`src/rtl/mac_driver_pkg.sv`:
```
// Shared definitions for the MAC datapath family: data width, FSM state
// encoding and job-mode encoding.
package mac_driver_pkg;

  localparam int MAC_DATA_WIDTH = 16;

  typedef enum logic [1:0] {
    ST_IDLE  = 2'd0,
    ST_FEED  = 2'd1,
    ST_DRAIN = 2'd2,
    ST_DONE  = 2'd3
  } state_e;

  typedef enum logic {
    MODE_DOT  = 1'b0,
    MODE_PROD = 1'b1
  } mode_e;

  // The drain counter runs 0,1,2; the result is captured on the third edge.
  localparam logic [1:0] DRAIN_LAST = 2'd2;

endpackage

```
`src/rtl/mac_driver_if.sv`:
```
// Job, operand-stream, MAC-control and result signals of the MAC driver,
// with views for the job source, the driver and the MAC datapath.
interface mac_driver_if
  import mac_driver_pkg::*;
#(
  parameter int DATA_WIDTH = MAC_DATA_WIDTH,
  parameter int LEN_WIDTH  = 8
) ();

  logic                  start;
  logic                  mode;
  logic [LEN_WIDTH-1:0]  len;
  logic                  busy;
  logic                  in_valid;
  logic                  in_ready;
  logic [DATA_WIDTH-1:0] in_a;
  logic [DATA_WIDTH-1:0] in_b;
  logic                  mac_mulsel;
  logic                  mac_addsel;
  logic [DATA_WIDTH-1:0] mac_data_0;
  logic [DATA_WIDTH-1:0] mac_data_1;
  logic [DATA_WIDTH-1:0] mac_result;
  logic                  res_valid;
  logic                  res_ready;
  logic [DATA_WIDTH-1:0] res_data;

  modport master (
    output start, mode, len, in_valid, in_a, in_b, res_ready,
    input  busy, in_ready, res_valid, res_data
  );

  modport slave (
    input  start, mode, len, in_valid, in_a, in_b, res_ready, mac_result,
    output busy, in_ready, res_valid, res_data,
           mac_mulsel, mac_addsel, mac_data_0, mac_data_1
  );

  modport mac (
    input  mac_mulsel, mac_addsel, mac_data_0, mac_data_1,
    output mac_result
  );

endinterface

```
`src/rtl/mac_driver.sv`:
```
// Job sequencer that streams operand beats into an external two-stage MAC
// and returns the dot product or running product of the beats.
module mac_driver
  import mac_driver_pkg::*;
#(
  parameter int DATA_WIDTH = MAC_DATA_WIDTH,
  parameter int LEN_WIDTH  = 8
) (
  input  logic         clk,
  input  logic         rst_n,
  mac_driver_if.slave  bus
);

  localparam logic [DATA_WIDTH-1:0] ZERO    = {DATA_WIDTH{1'b0}};
  localparam logic [DATA_WIDTH-1:0] ONE     = {{(DATA_WIDTH-1){1'b0}}, 1'b1};
  localparam logic [LEN_WIDTH-1:0]  LEN_ZERO = {LEN_WIDTH{1'b0}};
  localparam logic [LEN_WIDTH-1:0]  LEN_ONE  = {{(LEN_WIDTH-1){1'b0}}, 1'b1};

  state_e                state_r;
  mode_e                 mode_r;
  logic [LEN_WIDTH-1:0]  len_r;
  logic [LEN_WIDTH-1:0]  cnt_r;
  logic [1:0]            drain_r;
  logic                  beat_seen_r;
  logic                  pipe_r;
  logic                  mulsel_r;
  logic                  addsel_r;
  logic [DATA_WIDTH-1:0] data0_r;
  logic [DATA_WIDTH-1:0] data1_r;
  logic                  res_valid_r;
  logic [DATA_WIDTH-1:0] res_data_r;

  logic                  accept_s;
  logic                  active_s;
  logic [LEN_WIDTH-1:0]  cnt_inc_s;
  logic                  nxt_mulsel_s;
  logic                  nxt_addsel_s;
  logic [DATA_WIDTH-1:0] nxt_data0_s;
  logic [DATA_WIDTH-1:0] nxt_data1_s;

  assign accept_s  = (state_r == ST_FEED) && bus.in_valid;
  assign active_s  = (state_r == ST_FEED) || (state_r == ST_DRAIN);
  assign cnt_inc_s = cnt_r + LEN_ONE;

  assign bus.busy       = (state_r != ST_IDLE);
  assign bus.in_ready   = (state_r == ST_FEED);
  assign bus.mac_mulsel = mulsel_r;
  assign bus.mac_addsel = addsel_r;
  assign bus.mac_data_0 = data0_r;
  assign bus.mac_data_1 = data1_r;
  assign bus.res_valid  = res_valid_r;
  assign bus.res_data   = res_data_r;

  // Beat controls on an accept, otherwise controls that leave the MAC unchanged.
  always_comb begin
    nxt_mulsel_s = 1'b0;
    nxt_data0_s  = ZERO;
    nxt_data1_s  = ZERO;
    if (mode_r == MODE_PROD) begin
      if (accept_s) begin
        nxt_data0_s  = bus.in_a;
        nxt_data1_s  = ONE;
        nxt_mulsel_s = beat_seen_r;
      end else if (beat_seen_r) begin
        nxt_data0_s  = ONE;
        nxt_data1_s  = ONE;
        nxt_mulsel_s = 1'b1;
      end else begin
        nxt_data0_s  = ZERO;
        nxt_data1_s  = ZERO;
        nxt_mulsel_s = 1'b0;
      end
    end else begin
      if (accept_s) begin
        nxt_data0_s = bus.in_a;
        nxt_data1_s = bus.in_b;
      end else begin
        nxt_data0_s = ZERO;
        nxt_data1_s = ZERO;
      end
    end
  end

  // Accumulate only once the first product has passed the accumulator stage.
  assign nxt_addsel_s = (mode_r == MODE_DOT) && pipe_r && active_s;

  // MAC control registers; pipe_r tracks the first product one stage behind.
  always_ff @(posedge clk or negedge rst_n) begin
    if (!rst_n) begin
      mulsel_r <= 1'b0;
      addsel_r <= 1'b0;
      data0_r  <= ZERO;
      data1_r  <= ZERO;
      pipe_r   <= 1'b0;
    end else begin
      mulsel_r <= nxt_mulsel_s;
      addsel_r <= nxt_addsel_s;
      data0_r  <= nxt_data0_s;
      data1_r  <= nxt_data1_s;
      pipe_r   <= active_s ? beat_seen_r : 1'b0;
    end
  end

  // Job FSM: beat counting, fixed-length drain, result capture and handoff.
  always_ff @(posedge clk or negedge rst_n) begin
    if (!rst_n) begin
      state_r     <= ST_IDLE;
      mode_r      <= MODE_DOT;
      len_r       <= LEN_ZERO;
      cnt_r       <= LEN_ZERO;
      drain_r     <= 2'd0;
      beat_seen_r <= 1'b0;
      res_valid_r <= 1'b0;
      res_data_r  <= ZERO;
    end else begin
      case (state_r)
        ST_IDLE: begin
          if (bus.start) begin
            mode_r      <= mode_e'(bus.mode);
            len_r       <= bus.len;
            cnt_r       <= LEN_ZERO;
            drain_r     <= 2'd0;
            beat_seen_r <= 1'b0;
            if (bus.len == LEN_ZERO) begin
              state_r     <= ST_DONE;
              res_data_r  <= ZERO;
              res_valid_r <= 1'b1;
            end else begin
              state_r <= ST_FEED;
            end
          end
        end
        ST_FEED: begin
          if (accept_s) begin
            cnt_r       <= cnt_inc_s;
            beat_seen_r <= 1'b1;
            if (cnt_inc_s == len_r) begin
              state_r <= ST_DRAIN;
              drain_r <= 2'd0;
            end
          end
        end
        ST_DRAIN: begin
          if (drain_r == DRAIN_LAST) begin
            state_r     <= ST_DONE;
            res_data_r  <= bus.mac_result;
            res_valid_r <= 1'b1;
          end else begin
            drain_r <= drain_r + 2'd1;
          end
        end
        ST_DONE: begin
          if (bus.res_ready) begin
            state_r     <= ST_IDLE;
            res_valid_r <= 1'b0;
            beat_seen_r <= 1'b0;
          end
        end
        default: begin
          state_r     <= ST_IDLE;
          res_valid_r <= 1'b0;
        end
      endcase
    end
  end

endmodule

```
`src/flat_wrapper.sv`:
```
// flat-port wrapper written by rule: the top's interface ports become plain ports
module mac_driver_flat import mac_driver_pkg::*;
#(
  parameter int DATA_WIDTH = MAC_DATA_WIDTH,
  parameter int LEN_WIDTH  = 8
)
  (clk, rst_n, bus_start, bus_mode, bus_len, bus_in_valid, bus_in_a, bus_in_b, bus_res_ready, bus_mac_result, bus_busy, bus_in_ready, bus_res_valid, bus_res_data, bus_mac_mulsel, bus_mac_addsel, bus_mac_data_0, bus_mac_data_1);
  mac_driver_if #(.DATA_WIDTH(DATA_WIDTH), .LEN_WIDTH(LEN_WIDTH)) bus_i ();
  input  logic clk;
  input  logic rst_n;
  input wire logic [$bits(bus_i.start)-1:0] bus_start;
  input wire logic [$bits(bus_i.mode)-1:0] bus_mode;
  input wire logic [$bits(bus_i.len)-1:0] bus_len;
  input wire logic [$bits(bus_i.in_valid)-1:0] bus_in_valid;
  input wire logic [$bits(bus_i.in_a)-1:0] bus_in_a;
  input wire logic [$bits(bus_i.in_b)-1:0] bus_in_b;
  input wire logic [$bits(bus_i.res_ready)-1:0] bus_res_ready;
  input wire logic [$bits(bus_i.mac_result)-1:0] bus_mac_result;
  output wire logic [$bits(bus_i.busy)-1:0] bus_busy;
  output wire logic [$bits(bus_i.in_ready)-1:0] bus_in_ready;
  output wire logic [$bits(bus_i.res_valid)-1:0] bus_res_valid;
  output wire logic [$bits(bus_i.res_data)-1:0] bus_res_data;
  output wire logic [$bits(bus_i.mac_mulsel)-1:0] bus_mac_mulsel;
  output wire logic [$bits(bus_i.mac_addsel)-1:0] bus_mac_addsel;
  output wire logic [$bits(bus_i.mac_data_0)-1:0] bus_mac_data_0;
  output wire logic [$bits(bus_i.mac_data_1)-1:0] bus_mac_data_1;
  assign bus_i.start = bus_start;
  assign bus_i.mode = bus_mode;
  assign bus_i.len = bus_len;
  assign bus_i.in_valid = bus_in_valid;
  assign bus_i.in_a = bus_in_a;
  assign bus_i.in_b = bus_in_b;
  assign bus_i.res_ready = bus_res_ready;
  assign bus_i.mac_result = bus_mac_result;
  assign bus_busy = bus_i.busy;
  assign bus_in_ready = bus_i.in_ready;
  assign bus_res_valid = bus_i.res_valid;
  assign bus_res_data = bus_i.res_data;
  assign bus_mac_mulsel = bus_i.mac_mulsel;
  assign bus_mac_addsel = bus_i.mac_addsel;
  assign bus_mac_data_0 = bus_i.mac_data_0;
  assign bus_mac_data_1 = bus_i.mac_data_1;
  mac_driver #(.DATA_WIDTH(DATA_WIDTH), .LEN_WIDTH(LEN_WIDTH)) u_core (.clk(clk), .rst_n(rst_n), .bus(bus_i));
endmodule
```
`config.mk`:
```
export PLATFORM = sky130hd
export DESIGN_NAME = mac_driver_flat
export DESIGN_NICKNAME = d
export VERILOG_FILES = /design/src/rtl/mac_driver_pkg.sv /design/src/rtl/mac_driver_if.sv /design/src/rtl/mac_driver.sv /design/src/flat_wrapper.sv
export SDC_FILE = /design/constraint.sdc
export NUM_CORES = 1
export LEC_CHECK = 0
export CORE_MARGIN = 1
export CORE_UTILIZATION = 48
export CTS_CLUSTER_SIZE = 20
export DETAILED_ROUTE_END_ITERATION = 10
export GPL_ROUTABILITY_DRIVEN = 1
export PLACE_DENSITY = 0.93
export SYNTH_ARGS = -nofsm -noshare
export SYNTH_HDL_FRONTEND = slang
export SYNTH_SLANG_ARGS = --single-unit
```
`constraint.sdc`:
```
create_clock -name clk -period 4.2 [get_ports clk]
set_clock_uncertainty 0.1 [all_clocks]
set_input_delay 0.84 -clock clk [delete_from_list [all_inputs] [get_ports clk]]
set_output_delay 0.84 -clock clk [all_outputs]
set_load 0.02 [all_outputs]
```
==> impl_metrics.toml, run 1 <==
[run_status]
outcome = "complete, but fails checks"
violations = "DRC"

[clocking]
cts_hold_buf = 0
cts_tree = "built"
cts_made_buffers = 9
htreeDepth = 3
root_buffer = "clkbuf_8"
cts_sinks = 74
path_clk_slew_ns = 0.07
postCtsSetupBuffers = 0
clock_path_buffers = 2
cts_resized = 0
worstSkewPairLatency_ns = 0.35

[critical_path]
rrSetupSlack_ns = 1.50
path_class = "reg2out"
r2r-start = "u_core.cnt_r[0]"
path_max_fanout = 6
worstPathArrival_ns = 1.95
crit_end = "bus_busy"
reg2reg_to = "u_core.drain_r[1]"
cp.required_ns = 3.26
crit_start = "u_core.state_r[0]"
rr_worst_depth = 7
cp-end-kind = "primary output"
critPathLaunchType = "flop"

[grt]
antenna_found_initial = 0
grt-ovfl-total = 0
grt_max_degree = 75
grt_usage_pct = 23.3
grt_pass1_vias = 2602
grt_pass1_wl_mm = 12.7

[placed_design]
placed_area_sq_mm = 0.00443
gp_congestion = 0.820
io_buffers = 114
dpl.hpwl_mm = 5.51

[yosys]
synthArstFlopShare_pct = 100
synth-seq-area-share_pct = 57.3
synth_top_cell_by_area = "dfrtp_1"
synth_common_cells = "dfrtp_1 (74), and3_1 (19), nand2_1 (19), nor2_1 (19), a22o_1 (17)"
synth_nets = 350
synth_top_area_share_pct = 57.3
yosys_warnings = 0
synth.most_common_cell = "dfrtp_1"
ys_ff_latch = 74
synth_area_leaders = "dfrtp_1 (57%), a22o_1 (4.6%), and3_1 (3.7%), mux2_2 (3.5%), and2_1 (3.1%)"
yosys.cell_types.count = 46
yosys_most_used_dff = "dfrtp_1"
netlist_instances = 280
synth_edf_count = 0
synth_area_sq_mm = 0.00323
syn_avg_cell_area_sq_um = 11.5

[power_and_ir_drop]
clkPwrFrac_pct = 20.2
p_sw_mw = 0.985
leakage_nw = 2.09
seqPwrFrac_pct = 38.1
power_frac_comb_pct = 41.7
p_sw_share_pct = 36.6
p_per_area_mw_per_mm2 = 583
vdd_drop_max_v = 0.000390
power.internal_mw = 1.71

[route]
vias = 2587
wire_per_inst_microns = 16.2
dr.first_iter.drc_count = 206
drtPass1Iterations = 7
postRouteAntennaNets = 0
drt-total-wl_mm = 7.70
drcViolationCount = 20
via_per_inst = 5.43

[run]
maxCapViolations = 0

[sta]
drv_slew = 0
rsz0062_at_grt = "false"
fmax_mhz = 347
period_share_pct = 68.7
finalHoldViolCount = 0
worst_hold_slack_ns = 0.404
tns_ns = 0
worst_pin_slew_ns = 0.892
setup-violations-final = 0
period_needed_ns = 2.89
maxSlewHeadroom_pct = 40.5

[final_layout]
multi_input_area_sq_mm = 0.00131
fin_nets = 464
fillers = 463
regArea_sq_mm = 0.00185
drive_gt1_share_pct = 8.02
n_antenna_cell = 0
fin_area_sq_mm = 0.00462
area_delta_synth_final_pct = 43.0

[die]
rows = 29
die_w_microns = 84.1
start_util_pct = 50.3
die_h_microns = 84.1
coreArea_sq_mm = 0.00642
dieArea_sq_mm = 0.00707
io_pins = 115

[min_path]
hold_path.class = "reg2reg"
worst max-delay path: stages, from the launching register on:
cell and delay [ns]:
dfrtp_1 0.46, inv_1 0.13, ha_1 0.27, inv_1 0.11, clkdlybuf4s50_1 0.63
routing by layer:
| layer | global-route usage, % | up-vias | wire, microns |
|---|---|---|---|
| met3 | 5.93 | 11 | 477 |
| li1 | - | 1237 | - |
| met2 | 38.1 | 93 | 3860 |
| met5 | 0 | - | 0 |
| met1 | 29.7 | 1246 | 3220 |
| met4 | 9.56 | 0 | 144 |
flip-flops by register name, summed over array words and instances (netlist names):
name,cells
u_core.beat_seen_r,1
u_core.bus.mac_data_0,16
u_core.drain_r,2
u_core.len_r,8
u_core.bus.mac_mulsel,1
u_core.bus.res_valid,1
u_core.bus.mac_addsel,1
u_core.pipe_r,1
u_core.cnt_r,8
u_core.bus.mac_data_1,16
u_core.bus.res_data,16
u_core.state_r,2
u_core.mode_r,1
cells by family (layout without fill, tap and decap cells):
logic type / count (synthesis) / count (layout) / synth area share [%]
adder cells (fa/ha/maj): 8 / 8 / 3.10
buffers and inverters: 19 / 138 / 2.32
flip-flops: 74 / 74 / 57.3
AND/OR/NAND/NOR: 105 / 105 / 18.6
XOR/XNOR: 7 / 7 / 1.90
AO/OA/AOI/OAI: 55 / 55 / 12.7
multiplexers: 12 / 12 / 4.10
cell usage in the layout, fill, tap and decap left out, drive strengths merged, types with 3 or more instances in the layout:
cell and n:
clkdlybuf4s50 113, dfrtp 74, nand2 19, nor2 19
and3 19, a22o 17, and2 16, clkbuf 12
mux2 10, nand2b 8, ha 8, inv 7
a21oi 7, o21ai 7, nor4 7, o31ai 6
xnor2 5, nand3 5, a31oi 3, a31o 3
stage by stage:
step	total power, mW	worst slack [ns]	utilization (%)	instances
final	2.69	1.31	72.0	476
after global routing	2.86	1.13	72.0	476
after CTS	2.71	1.31	72.0	476
after detailed placement	2.15	0.950	68.9	460
after global placement	2.10	1.10	68.9	460
after floorplan	1.72	1.85	-	280
layout make-up:
type | count | share of cell area [%]
repair buffers | 115 | 24.8
clock inverters | 4 | 1.11
multi-input cells | 187 | 28.2
clock buffers | 12 | 3.14
well taps | 77 | 2.08
flip-flops and latches | 74 | 40.1
inverters | 7 | 0.568
worst min-delay path by stage:
stage	from	end	slack, ns	cells past startpoint
5_1_grt	u_core.bus.res_data[5]	u_core.bus.res_data[5]	0.43	1
4_1_cts	u_core.bus.res_data[9]	u_core.bus.res_data[9]	0.41	1
3_3_place_gp	u_core.pipe_r	u_core.bus.mac_addsel	0.38	1
6_report	u_core.bus.res_data[9]	u_core.bus.res_data[9]	0.40	1
3_5_place_dp	u_core.bus.res_data[2]	u_core.bus.res_data[2]	0.39	1
2_1_floorplan	u_core.pipe_r	u_core.bus.mac_addsel	0.36	1
power groups by stage:
| stage | clock [mW] | sequential (mW) | combinational (mW) |
|---|---|---|---|
| global route | 0.589 | 1.05 | 1.23 |
| finish | 0.543 | 1.03 | 1.12 |
| CTS | 0.557 | 1.02 | 1.12 |
| detailed placement | 0 | 1.04 | 1.11 |
| floorplan | 0 | 1.12 | 0.598 |
| global placement | 0 | 1.02 | 1.08 |
No activity file was read; power rests on OpenSTA's default activity.
==> run 2: changes to the inputs <==
Settings changed: CORE_UTILIZATION 48 to 40, PLACE_DENSITY 0.93 to 0.83.
Clock period 4.2 ns to 2.35 ns, I/O delays scaled along.
==> impl_metrics.toml, run 2 (synthesis results as in run 1) <==
[die]
die_h_microns = 91.9
dieArea_sq_mm = 0.00844
die_w_microns = 91.9
coreArea_sq_mm = 0.00777
start_util_pct = 41.6
io_pins = 115
rows = 32

[route]
drt-total-wl_mm = 7.95
dr.first_iter.drc_count = 134
vias = 2735
drcViolationCount = 0
wire_per_inst_microns = 15.1
drtPass1Iterations = 4
postRouteAntennaNets = 0
via_per_inst = 5.20

[critical_path]
r2r-start = "u_core.cnt_r[2]"
worstPathArrival_ns = 2.41
cp.required_ns = 2.46
path_max_fanout = 6
cp.buffers_inverters = 1
critPathLaunchType = "flop"
rrSetupSlack_ns = 0.06
critPathMaxStageDelay_ns = 0.53
rr_worst_depth = 7
reg2reg_to = "u_core.drain_r[0]"
cpMaxStageDelayCell = "nor4_1"
cp-end-kind = "flop"
path_class = "reg2reg"
crit_chain = "and3_1 -> a31oi_1 -> nor4_1 -> nor4_4 -> buf_4 -> nor4b_1 -> or3_1"
crit_family = "simple AND/OR/NAND/NOR gates"

[final_layout]
area_delta_synth_final_pct = 52.8
instances_no_fill = 526
fin_nets = 489
n_antenna_cell = 0
layout_common_cells = "clkdlybuf4s50_1 (112), dfrtp_1 (68), buf_4 (23)"
fillers = 631
drive_gt1_share_pct = 16.7
final_common_cell = "clkdlybuf4s50_1"

[grt]
grt-ovfl-total = 0
antenna_found_initial = 0
grt_pass1_vias = 2657
grt_max_degree = 49
grt_usage_pct = 19.8
grt_pass1_wl_mm = 13.1

[clocking]
cts_made_buffers = 9
clock_path_buffers = 2
path_clk_slew_ns = 0.09
cts_tree = "built"
root_buffer = "clkbuf_8"
worstSkewPairLatency_ns = 0.34
cts_sinks = 74
htreeDepth = 3

[power_and_ir_drop]
leakage_nw = 2.24
finalPower_mw = 5.09
vdd_drop_max_v = 0.000549
p_per_area_mw_per_mm2 = 1030

[sta]
setup-violations-final = 0
worst_pin_slew_ns = 0.613
maxSlewHeadroom_pct = 59.1
finalHoldViolCount = 0
period_needed_ns = 2.29
worst_hold_slack_ns = 0.0327
fmax_mhz = 436
drv_slew = 0
period_share_pct = 97.6

[placed_design]
dpl.hpwl_mm = 5.72
io_buffers = 114
gp_congestion = 0.909
placed_cells = 503

[run]
maxCapViolations = 0

[min_path]
hold_path.class = "in2async"

[run_status]
outcome = "complete, no violations"
==> run 2: layout make-up <==
cell class	count	area (sq um)	share of cell area [%]
flip-flops and latches	74	1860	37.6
multi-input cells	187	1350	27.2
well taps	102	128	2.58
inverters	7	26.3	0.532
repair buffers	140	1370	27.7
clock buffers	10	138	2.79
clock inverters	6	73.8	1.49
==> run 2: worst reg2reg max path: cells and delay by family, from the launching register on <==
family          cells  cell delay [ns]
flops               1             0.43
simple gates        5             1.36
buf+inv             1             0.17
compound gates      1             0.11
==> run 2: through the flow <==
step | cell area, sq um | utilization [%] | setup WS [ns] | setup TNS, ns
2_1_floorplan | 3230 | - | 0.00188 | 0
6_report | 4940 | 63.6 | 0.0574 | 0
3_5_place_dp | 4620 | 59.4 | 0.0120 | 0
5_1_grt | 4940 | 63.6 | -0.0286 | -0.0286
3_3_place_gp | 4620 | 59.4 | 0.0692 | 0
4_1_cts | 4830 | 62.2 | 0.0145 | 0
==> run 2: power by group <==
group / internal, mW / total, mW / switching [mW]
combinational: 1.11 / 2.24 / 1.13
sequential: 1.59 / 1.80 / 0.217
clock: 0.533 / 1.04 / 0.506
total: 3.23 / 5.09 / 1.86
==> run 2: what timing repair did <==
item                                    CTS  global route
endpoints found under the setup margin    1             4
cloned                                    0             0
buffers inserted                          0             7
gates resized for setup                   0            16
hold buffers                              0             0
pin swaps                                 1             6
==> run 2: worst max path at each step <==
| stage | start | to | cells after the start |
|---|---|---|---|
| after floorplan | u_core.cnt_r[0] | u_core.drain_r[1] | 7 |
| after global placement | bus_in_valid | u_core.drain_r[0] | 7 |
| after detailed placement | u_core.cnt_r[0] | u_core.drain_r[0] | 8 |
| after CTS | u_core.cnt_r[0] | u_core.drain_r[0] | 8 |
| after global routing | u_core.cnt_r[2] | u_core.drain_r[0] | 7 |
| final | u_core.cnt_r[2] | u_core.drain_r[0] | 7 |
==> run 2: per-layer routing <==
| layer | global-route usage (%) | vias up | share of wire, % |
|---|---|---|---|
| met3 | 3.81 | 15 | 6.2 |
| met5 | 0 | - | 0 |
| met1 | 26.2 | 1323 | 44 |
| met4 | 5.73 | 0 | 1.2 |
| met2 | 33.1 | 113 | 49 |
| li1 | - | 1284 | - |
==> run 3: changes to the inputs <==
Settings changed: MAX_ROUTING_LAYER set to met4, SLEW_MARGIN set to 20.
==> impl_metrics.toml, run 3 (synthesis results as in run 1) <==
[run_status]
outcome = "complete, no violations"

[grt]
grt_usage_pct = 19.5
grt-ovfl-total = 0
antenna_found_initial = 0
grt_pass1_wl_mm = 12.6
grt_max_degree = 42
grt_pass1_vias = 2636

[route]
dr.first_iter.drc_count = 135
wire_per_inst_microns = 14.5
drcViolationCount = 0
drtPass1Iterations = 6
vias = 2701
via_per_inst = 5.13
postRouteAntennaNets = 0
drt-total-wl_mm = 7.64

[critical_path]
cpMostUsedCell = "buf_4"
critPathLaunchType = "flop"
critPathMaxStageDelay_ns = 0.51
crit_family = "simple AND/OR/NAND/NOR gates"
reg2reg_to = "u_core.drain_r[0]"
path_class = "reg2reg"
crit_chain = "buf_4 -> nand3_4 -> nor4_2 -> nor4_1 -> nor4_4 -> buf_4 -> nor4b_1 -> or3_1"
cp-end-kind = "flop"
cp.required_ns = 2.47
path_max_fanout = 8
rr_worst_depth = 8
cpMaxStageDelayCell = "nor4_1"
worstPathArrival_ns = 2.43
cp.buffers_inverters = 2
rrSetupSlack_ns = 0.04
r2r-start = "u_core.cnt_r[1]"

[placed_design]
placed_area_sq_mm = 0.00461
gp_congestion = 0.921
io_buffers = 114
dpl.hpwl_mm = 5.63
place_ws_ns = -0.0154

[final_layout]
area_delta_synth_final_pct = 52.2
final_common_cell = "clkdlybuf4s50_1"
fin_util_pct = 63.3
layout_common_cells = "clkdlybuf4s50_1 (112), dfrtp_1 (69), buf_4 (25)"
fin_nets = 490
n_antenna_cell = 0
fin_area_sq_mm = 0.00492
fillers = 599
drive_gt1_share_pct = 16.2

[sta]
fmax_mhz = 433
maxSlewHeadroom_pct = 64.3
period_needed_ns = 2.31
worst_pin_slew_ns = 0.530
setup-violations-final = 0
drv_slew = 0
tns_ns = 0
period_share_pct = 98.2
finalHoldViolCount = 0
fin_ws_ns = 0.0428

[power_and_ir_drop]
vdd_drop_max_v = 0.000475
p_per_area_mw_per_mm2 = 1030
leakage_nw = 2.23
finalPower_mw = 5.06

[run]
maxCapViolations = 0

[clocking]
htreeDepth = 3
cts_tree = "built"
clock_path_buffers = 2
root_buffer = "clkbuf_8"
path_clk_slew_ns = 0.08
worstSkewPairLatency_ns = 0.34
cts_sinks = 74
cts_made_buffers = 9

[min_path]
hold_path.class = "reg2reg"
min_from = "u_core.pipe_r"
hold-path-cell-count = 1
min_to = "u_core.bus.mac_addsel"

[die]
die_w_microns = 91.9
start_util_pct = 41.6
dieArea_sq_mm = 0.00844
rows = 32
io_pins = 115
die_h_microns = 91.9
coreArea_sq_mm = 0.00777
## run 3: where the power goes
part	internal [mW]	switching, mW
Combinational	1.11	1.13
Sequential	1.59	0.216
Clock	0.530	0.495
## run 3: cell type report
cell class	count	area (sq um)	share of cell area (%)
sequential	74	1860	37.8
clock inverter	6	72.6	1.48
multi-input combinational	187	1340	27.2
inverter	7	26.3	0.534
clock buffer	10	138	2.80
timing repair buffer	141	1360	27.6
tap	102	128	2.59
## run 3: per-layer routing
layer  routed length, microns  global-route usage, %
met4                       82                   7.03
met3                      514                   3.81
met5                        0                      -
met1                     3340                   24.5
met2                     3700                   31.6
## run 3: metrics by stage
| stage | std cells | hold WS [ns] |
|---|---|---|
| global route | 527 | 0.415 |
| CTS | 521 | 0.413 |
| detailed placement | 504 | 0.361 |
| global placement | 504 | 0.365 |
| finish | 527 | 0.404 |
| floorplan | 280 | 0.0744 |
## run 3: worst max-delay path by stage
stage                                from  slack, ns  cells after the start                 to
after detailed placement  u_core.cnt_r[0]      -0.02                      8  u_core.drain_r[0]
after floorplan           u_core.cnt_r[0]      0.002                      7  u_core.drain_r[1]
after CTS                 u_core.cnt_r[0]       0.01                      8  u_core.drain_r[0]
final                     u_core.cnt_r[1]       0.04                      8  u_core.drain_r[0]
after global placement    u_core.cnt_r[0]       0.08                      8  u_core.drain_r[0]
after global routing      u_core.cnt_r[2]      -0.03                      7  u_core.drain_r[0]
## run 3: timing repair
action | in CTS | in global routing
setup endpoints to repair | 2 | 3
hold buffers | 1 | 0
resized for setup | 2 | 11
setup buffers | 0 | 6
pin swaps | 0 | 4
hold endpoints to repair | 30 | 0
